**src/rtl/divider_seq_if.sv**
```systemverilog
// Handshake and operand/result bundle for the sequential divider.
// master: issues start with operands and receives results.
// slave: the divider; accepts start only while ready, pulses done with results.
interface divider_seq_if #(
   parameter int N = 8
);
   logic         start;
   logic [N-1:0] dividend;
   logic [N-1:0] divisor;
   logic         ready;
   logic         done;
   logic [N-1:0] quotient;
   logic [N-1:0] remainder;
   logic         div_by_zero;

   modport master (
      output start, dividend, divisor,
      input  ready, done, quotient, remainder, div_by_zero
   );

   modport slave (
      input  start, dividend, divisor,
      output ready, done, quotient, remainder, div_by_zero
   );
endinterface

```
**src/rtl/divider_seq.sv**
```systemverilog
// Sequential unsigned restoring divider, one quotient bit per clock.
// Latency: done rises on the Nth edge after the accepted start; on the accept edge itself for a zero divisor.
// Backpressure: start is honoured only while ready; starts during RUN/DONE are dropped, never queued.
// Ports: clk, rst (synchronous, active-high); bus (slave modport) carries
//   start/dividend/divisor in and ready/done/quotient/remainder/div_by_zero out.
module divider_seq #(
   parameter int N = 8
) (
   input logic          clk,
   input logic          rst,
   divider_seq_if.slave bus
);
   localparam int CW = $clog2(N + 1);

   localparam logic [1:0] ST_IDLE = 2'd0;
   localparam logic [1:0] ST_RUN  = 2'd1;
   localparam logic [1:0] ST_DONE = 2'd2;

   logic [1:0]    state_q, state_d;
   logic [N:0]    r_q,     r_d;     // partial remainder (N+1 bits)
   logic [N-1:0]  q_q,     q_d;     // dividend shifting out / quotient shifting in
   logic [N-1:0]  d_q,     d_d;     // captured divisor
   logic [CW-1:0] cnt_q,   cnt_d;   // iterations remaining
   logic [N-1:0]  quot_q,  quot_d;  // result registers, separate from the working Q/R
   logic [N-1:0]  rem_q,   rem_d;
   logic          dbz_q,   dbz_d;

   // One restoring step. R < D always holds between steps, so the shifted
   // value fits in N+1 bits; the extra top bit of the difference is the borrow.
   logic [N+1:0]  shifted;
   logic [N+1:0]  diff;
   logic          borrow;
   logic [N:0]    r_next;
   logic [N-1:0]  q_next;

   always_comb begin
      shifted = {r_q, q_q[N-1]};
      diff    = shifted - {2'b00, d_q};
      borrow  = diff[N+1];
      r_next  = borrow ? shifted[N:0] : diff[N:0];
      q_next  = {q_q[N-2:0], ~borrow};
   end

   always_comb begin
      state_d = state_q;
      r_d     = r_q;
      q_d     = q_q;
      d_d     = d_q;
      cnt_d   = cnt_q;
      quot_d  = quot_q;
      rem_d   = rem_q;
      dbz_d   = dbz_q;

      case (state_q)
         ST_IDLE: begin
            if (bus.start) begin
               if (bus.divisor != '0) begin
                  r_d     = '0;
                  q_d     = bus.dividend;
                  d_d     = bus.divisor;
                  cnt_d   = CW'(N);
                  dbz_d   = 1'b0;
                  state_d = ST_RUN;
               end else begin
                  // Zero divisor short-circuits straight to DONE.
                  quot_d  = '1;
                  rem_d   = bus.dividend;
                  dbz_d   = 1'b1;
                  state_d = ST_DONE;
               end
            end
         end
         ST_RUN: begin
            r_d   = r_next;
            q_d   = q_next;
            cnt_d = cnt_q - CW'(1);
            if (cnt_q == CW'(1)) begin
               quot_d  = q_next;
               rem_d   = r_next[N-1:0];
               state_d = ST_DONE;
            end
         end
         ST_DONE: begin
            state_d = ST_IDLE;
         end
         default: begin
            state_d = ST_IDLE;
         end
      endcase
   end

   always_ff @(posedge clk) begin
      if (rst) begin
         state_q <= ST_IDLE;
         r_q     <= '0;
         q_q     <= '0;
         d_q     <= '0;
         cnt_q   <= '0;
         quot_q  <= '0;
         rem_q   <= '0;
         dbz_q   <= 1'b0;
      end else begin
         state_q <= state_d;
         r_q     <= r_d;
         q_q     <= q_d;
         d_q     <= d_d;
         cnt_q   <= cnt_d;
         quot_q  <= quot_d;
         rem_q   <= rem_d;
         dbz_q   <= dbz_d;
      end
   end

   assign bus.ready       = (state_q == ST_IDLE);
   assign bus.done        = (state_q == ST_DONE);
   assign bus.quotient    = quot_q;
   assign bus.remainder   = rem_q;
   assign bus.div_by_zero = dbz_q;

endmodule

```
**src/flat_wrapper.sv**
```systemverilog
// flat-port wrapper written by rule: the top's interface ports become plain ports
module divider_seq_flat 
#(
   parameter int N = 8
)
  (clk, rst, bus_start, bus_dividend, bus_divisor, bus_ready, bus_done, bus_quotient, bus_remainder, bus_div_by_zero);
  divider_seq_if #(.N(N)) bus_i ();
  input logic clk;
  input logic rst;
  input wire logic [$bits(bus_i.start)-1:0] bus_start;
  input wire logic [$bits(bus_i.dividend)-1:0] bus_dividend;
  input wire logic [$bits(bus_i.divisor)-1:0] bus_divisor;
  output wire logic [$bits(bus_i.ready)-1:0] bus_ready;
  output wire logic [$bits(bus_i.done)-1:0] bus_done;
  output wire logic [$bits(bus_i.quotient)-1:0] bus_quotient;
  output wire logic [$bits(bus_i.remainder)-1:0] bus_remainder;
  output wire logic [$bits(bus_i.div_by_zero)-1:0] bus_div_by_zero;
  assign bus_i.start = bus_start;
  assign bus_i.dividend = bus_dividend;
  assign bus_i.divisor = bus_divisor;
  assign bus_ready = bus_i.ready;
  assign bus_done = bus_i.done;
  assign bus_quotient = bus_i.quotient;
  assign bus_remainder = bus_i.remainder;
  assign bus_div_by_zero = bus_i.div_by_zero;
  divider_seq #(.N(N)) u_core (.clk(clk), .rst(rst), .bus(bus_i));
endmodule
```
**config.mk**
```make
export PLATFORM = sky130hd
export DESIGN_NAME = divider_seq_flat
export DESIGN_NICKNAME = d
export VERILOG_FILES = /design/src/rtl/divider_seq_if.sv /design/src/rtl/divider_seq.sv /design/src/flat_wrapper.sv
export SDC_FILE = /design/constraint.sdc
export NUM_CORES = 1
export LEC_CHECK = 0
export ABC_AREA = 1
export CORE_ASPECT_RATIO = 1.5
export CORE_MARGIN = 1.5
export CORE_UTILIZATION = 49
export CTS_CLUSTER_SIZE = 10
export DETAILED_ROUTE_END_ITERATION = 10
export PLACE_DENSITY = 0.87
export SYNTH_ARGS = -nofsm -noshare
export SYNTH_HDL_FRONTEND = slang
export SYNTH_SLANG_ARGS = --single-unit
```
**constraint.sdc**
```tcl
create_clock -name clk -period 1.5 [get_ports clk]
set_input_delay 0.3 -clock clk [delete_from_list [all_inputs] [get_ports clk]]
set_output_delay 0.3 -clock clk [all_outputs]
set_load 0.01 [all_outputs]
```
Word-level counts from Yosys, hierarchy flattened
Index checks and enable logic that the tools add are counted.
{"block": "totals", "regBits": 48, "inputBits": 19, "output_inout_bits": 19, "word_cells": 49}
{"block": "classes", "addsub": 2, "eq_ne": 7, "n_mux": 23, "bitwise": 1, "n_reduce_logical": 8}
{"operator": "$mux W8", "count": 8}
{"operator": "$pmux W8 S2", "count": 3}
{"operator": "$mux W9", "count": 3}
{"operator": "$pmux W9 S2", "count": 1}
{"operator": "$sub A10 B8 Y10", "count": 1}
{"operator": "$mux W4", "count": 2}
{"operator": "$pmux W4 S2", "count": 1}
{"operator": "$reduce_bool A8 Y1", "count": 1}
{"operator": "$mux W2", "count": 3}
{"operator": "$reduce_and A3 Y1", "count": 2}
{"operator": "$eq A4 B1 Y1 const B", "count": 1}
{"operator": "$ne A2 B1 Y1 const B", "count": 2}
{"operator": "$ne A2 B2 Y1 const B", "count": 2}
{"operator": "$pmux W2 S2", "count": 1}
{"operator": "$reduce_and A2 Y1", "count": 2}
{"operator": "$reduce_and A4 Y1", "count": 1}
{"operator": "$sub A4 B1 Y4 const B", "count": 1}
{"operator": "$eq A2 B1 Y1 const B", "count": 1}
{"operator": "$eq A2 B2 Y1 const B", "count": 1}
{"operator": "$logic_not A2 Y1", "count": 1}
{"operator": "$reduce_bool A2 Y1", "count": 1}
{"operator": "$mux W1", "count": 1}
{"operator": "$not A1 Y1", "count": 1}

Longest topological paths before layout
{"block": "depth", "word_depth": 4, "depth_mapped": 14, "ltp_nobuf": 14}

Worst setup path after synthesis
Ideal clock, no wire load.
{"block": "synth_path", "kind": "register to register", "startpoint": "reg u_core.d_q[4]", "endpoint": "reg u_core.quot_q[0], in the netlist u_core.bus.quotient[0]", "setup_ns": 0.115, "arrival_time_ns": 1.555, "required_time_ns": 1.385, "slack_ns": -0.170, "path_stages_with_launch": 11, "path_buffers": 0, "synth_period_minus_slack_ns": 1.670, "cell_sequence": "dfxtp_1 > inv_1 > ha_1 > a21oi_2 > nand2_1 > nand2_2 > nand4_1 > nand2_4 > nand3_1 > o211ai_1 > inv_2"}
{"block": "synth_via", "elab_chain_cells": 4}
{"element": "from (decl)", "line_no": "divider_seq.sv:22", "rtl": "logic [N-1:0] d_q, d_d;"}
{"element": "from (signal assigned)", "line_no": "divider_seq.sv:97", "rtl": "d_q <= '0;"}
{"element": "from (signal assigned)", "line_no": "divider_seq.sv:106", "rtl": "d_q <= d_d;"}
{"element": "$sub A10 B8 Y10", "line_no": "divider_seq.sv:38", "rtl": "diff = shifted - {2'b00, d_q};"}
{"element": "$not A1 Y1", "line_no": "divider_seq.sv:41", "rtl": "q_next = {q_q[N-2:0], ~borrow};"}
{"element": "$mux W8", "line_no": "divider_seq.sv:77", "rtl": "if (cnt_q == CW'(1)) begin"}
{"element": "$pmux W8 S2", "line_no": "divider_seq.sv:54", "rtl": "case (state_q)"}
{"element": "to (signal assigned)", "line_no": "divider_seq.sv:108", "rtl": "quot_q <= quot_d;"}
{"element": "to (decl)", "line_no": "divider_seq.sv:24", "rtl": "logic [N-1:0] quot_q, quot_d;"}
No other way between the ends. The select of a mux whose other input is x is not followed.
A chain may end at the register's enable or synchronous reset.

Worst setup path after layout
{"block": "layout_path", "startpoint": "reg u_core.d_q[4]", "endpoint": "reg u_core.rem_q[0], in the netlist u_core.bus.remainder[0]"}
{"block": "layout_via", "elab_chain_cells": 4}
{"element": "$sub A10 B8 Y10", "line_no": "divider_seq.sv:38"}
{"element": "$mux W9", "line_no": "divider_seq.sv:40", "rtl": "r_next = borrow ? shifted[N:0] : diff[N:0];"}
{"element": "$mux W8", "line_no": "divider_seq.sv:77"}
{"element": "$pmux W8 S2", "line_no": "divider_seq.sv:54"}
{"element": "to (signal assigned)", "line_no": "divider_seq.sv:109", "rtl": "rem_q <= rem_d;"}
{"element": "to (decl)", "line_no": "divider_seq.sv:25", "rtl": "logic [N-1:0] rem_q, rem_d;"}
No other way between the ends. The select of a mux whose other input is x is not followed.

==> results.cfg <==
[critical_path]
slowest_stage = dfxtp_2
crit_required_ns = 1.71
r2r-end = u_core.bus.remainder[0]$_SDFFE_PP0P_
cp_slowest_stage_delay_ns = 0.33
critPathMostFrequentCell = nand2_2
crit_end = u_core.bus.remainder[0]$_SDFFE_PP0P_
crit_path_start = u_core.d_q[4]$_SDFFE_PP0P_
path_max_fanout = 4
regToRegSetupSlack_ns = -0.33
end_kind = flip-flop
cp.arrival_ns = 2.04
r2r-start = u_core.d_q[4]$_SDFFE_PP0P_
path_class = reg2reg
path_cells = inv_2 > ha_4 > nand2_4 > inv_2 > nand2_2 > nand2_2 > nand2_2 > nand4_1 > buf_4 > nand2_8 > nand3_2 > nand3_2 > nand2_1 > inv_1
reg2reg_depth = 14
start_kind = flip-flop

[power_and_ir_drop]
switchingPower_mw = 1.913
peakVddDrop_mv = 1.126
intPower_mw = 2.819
powerDensity_nw_per_um2 = 1159
switching_share_pct = 40.43
sequentialPowerShare_pct = 33.0
pwr-share-comb_pct = 50.0
p_leak_nw = 2.131
p_clk_share_pct = 17.0

[placed_design]
dp_slack_ns = -0.3939
gp_congestion = 0.9016
hpwl_um = 5339
place.port_buffers = 37
post-place-cells = 515
place_area_sq_um = 3586

[die]
row_count = 33
fp.dieH_um = 94.44
core_area_sq_um = 5409
die_w_um = 63.96
dieArea_sq_um = 6040
start_util_pct = 50.50
ios = 38

[synthesis]
ys_ff_latch = 48
avgSynthCellArea_sq_um = 7.226
synth_edf_count = 0
synth_xor_area_share_pct = 0.9620
seq_area_frac_synth_pct = 35.18
syn_inst = 378
synth_fa_ha_area_share_pct = 5.314
synth_mux_area_share_pct = 0
async_flop_share_pct = 0
synth_cell_types = 34
syn_area_sq_um = 2731
synthFlopType = dfxtp_1
synth-compound-area-share_pct = 13.33
synthesis.nets = 408
synth-simple-area-share_pct = 33.62
synth_top_family_by_area = simple AND/OR/NAND/NOR gates
ys_warn_count = 0

[global_routing]
grt_pass1_wl_um = 12810
antenna_found_initial = 0
overflow = 0
track_usage_pct = 27.26
grt_max_degree = 35
grt_pass1_vias = 2862

[cts]
numCtsBuffers = 5
clockBufferDepth = 2
clk_pin_slew_ns = 0.10
cts_num_sinks = 48
ctsHoldBuffers = 0
cts_root_buffer = clkbuf_8
cts_tree = built
clock_latency_ns = 0.31
htreeDepth = 2

[sta]
drv_slew = 0
hold_viol = 0
setup_viol = 21
max_freq_ghz = 0.5457
slew_headroom_pct = 82.07
worst_slew_pin_slew_ns = 0.2679
rsz0062_at_grt = yes
fin_ws_ns = -0.3326
period_share_pct = 122.2
finClkSkew_ns = 0.01530
period_minus_slack_ns = 1.833
setup-tns-final_ns = -5.259

[drt]
num_vias = 3002
routed_via_density = 5.580
drtAntennaViolNets = 0
wl_per_cell_um = 16.58
drc = 0
first_pass_iters = 7
drtIter0Drc = 180
detail_route.wirelength_um = 8919

[finish]
area_growth_pct = 49.43
stdcell_count = 538
fin_area_sq_um = 4081
fin_nets = 498
layout-drive-gt1-share_pct = 36.75
final_util_pct = 75.46
antenna_cells = 0

[run_status]
violations = negative setup slack
status = finished, violations left

[job]
maxCapViolations = 0

[worst_hold_path]
min-delay-start = bus_divisor[3]
min_path_type = in2reg
-- area by class of cell --
cell class | count | area [sq um]
Fill cell | 349 | 1328
Clock inverter | 1 | 8.758
Sequential cell | 48 | 980.9
Multi-Input combinational cell | 255 | 1778
Clock buffer | 6 | 82.58
Timing Repair Buffer | 95 | 897.1
Inverter | 63 | 246.5
Tap cell | 70 | 87.58
-- cell usage after synthesis, types with 2 or more instances --
cell / instances / area share (%)
dfxtp_1: 48 / 35
nand3_2: 18 / 6.6
nor2_1: 41 / 5.6
nand2_1: 72 / 9.9
nand3_1: 30 / 5.5
inv_1: 60 / 8.2
nand2_2: 5 / 1.1
ha_1: 10 / 4.6
inv_2: 3 / 0.41
o21ai_1: 3 / 0.55
xor2_1: 3 / 0.96
a21oi_2: 2 / 0.64
clkbuf_1: 3 / 0.41
a21oi_1: 16 / 2.9
o21ai_0: 16 / 2.9
nand2_4: 3 / 1.2
nor2_2: 2 / 0.46
a211oi_1: 14 / 3.8
buf_2: 4 / 0.73
buf_6: 2 / 0.82
a31oi_1: 8 / 1.8
buf_4: 3 / 0.82
-- power groups by stage --
stage	Sequential [mW]	Clock [mW]	Combinational (mW)
finish	1.56	0.804	2.37
floorplan	1.57	0	1.24
detailed placement	1.56	0	1.93
global route	1.57	0.846	2.54
global placement	1.55	0	1.87
CTS	1.54	0.815	2.12
-- how the worst min path moves through the flow --
stage / slack (ns) / cells after the start / end
floorplan: 0.44 / 2 / u_core.cnt_q[1]$_SDFFE_PP0P_
global placement: 0.45 / 2 / u_core.cnt_q[1]$_SDFFE_PP0P_
detailed placement: 0.47 / 2 / u_core.cnt_q[1]$_SDFFE_PP0P_
CTS: 0.44 / 3 / u_core.d_q[6]$_SDFFE_PP0P_
global route: 0.41 / 3 / u_core.d_q[3]$_SDFFE_PP0P_
finish: 0.39 / 3 / u_core.d_q[3]$_SDFFE_PP0P_
-- through the flow --
step | total power, mW | hold slack (ns)
final | 4.732 | 0.3926
after global routing | 4.954 | 0.4128
after CTS | 4.478 | 0.4377
after detailed placement | 3.488 | 0.4669
after global placement | 3.427 | 0.4455
after floorplan | 2.810 | 0.4400
-- layout by cell type (no fill, tap or decap), types with 3 or more instances in the layout --
cell	instances
clkbuf_8	6
nand2_2	11
nand3_1	18
nand3_2	26
dlymetal6s2s_1	12
a21oi_1	14
dfxtp_1	34
a31oi_1	7
buf_4	52
clkdlybuf4s50_1	10
o21ai_1	10
nand2_4	7
nor2_1	39
nand2_1	62
dlygate4sd2_1	14
xor2_1	3
inv_1	48
a211oi_1	14
inv_2	12
o21ai_0	5
ha_4	9
nor2_2	3
nand3_4	5
buf_12	3
o21ai_2	5
dfxtp_2	13
-- cell families after synthesis --
group,after synthesis
compound gates,61
xor+xnor,3
fa+ha+maj,11
buf+inv,76
flops,48
simple gates,179
-- layer usage --
layer  track usage [%]  vias up  wire [um]
met5                 0        -          0
met1             27.18     1389       3108
met2             50.78      156       4653
li1                  -     1399          -
met3             3.218       58        491
met4             20.47        0        665
-- sequential cells by signal, indices dropped and copies added (netlist names) --
signal                  count
u_core.bus.div_by_zero      1
u_core.d_q                  8
u_core.q_q                  8
u_core.bus.quotient         8
u_core.state_q              2
u_core.cnt_q                4
u_core.bus.remainder        8
u_core.r_q                  9
-- critical path: cells and delay by family, from the launching register on --
kind          cells  cell delay (ns)
simple gates      9             0.76
flops             1             0.33
fa+ha+maj         1             0.30
buf+inv           4             0.33
-- timing repair --
action,CTS,global route
setup endpoints to repair,33,48
buffers inserted,8,5
resized for setup,52,55
gates cloned,3,1
pin swaps,32,11
(Power assumes the default switching activity.)
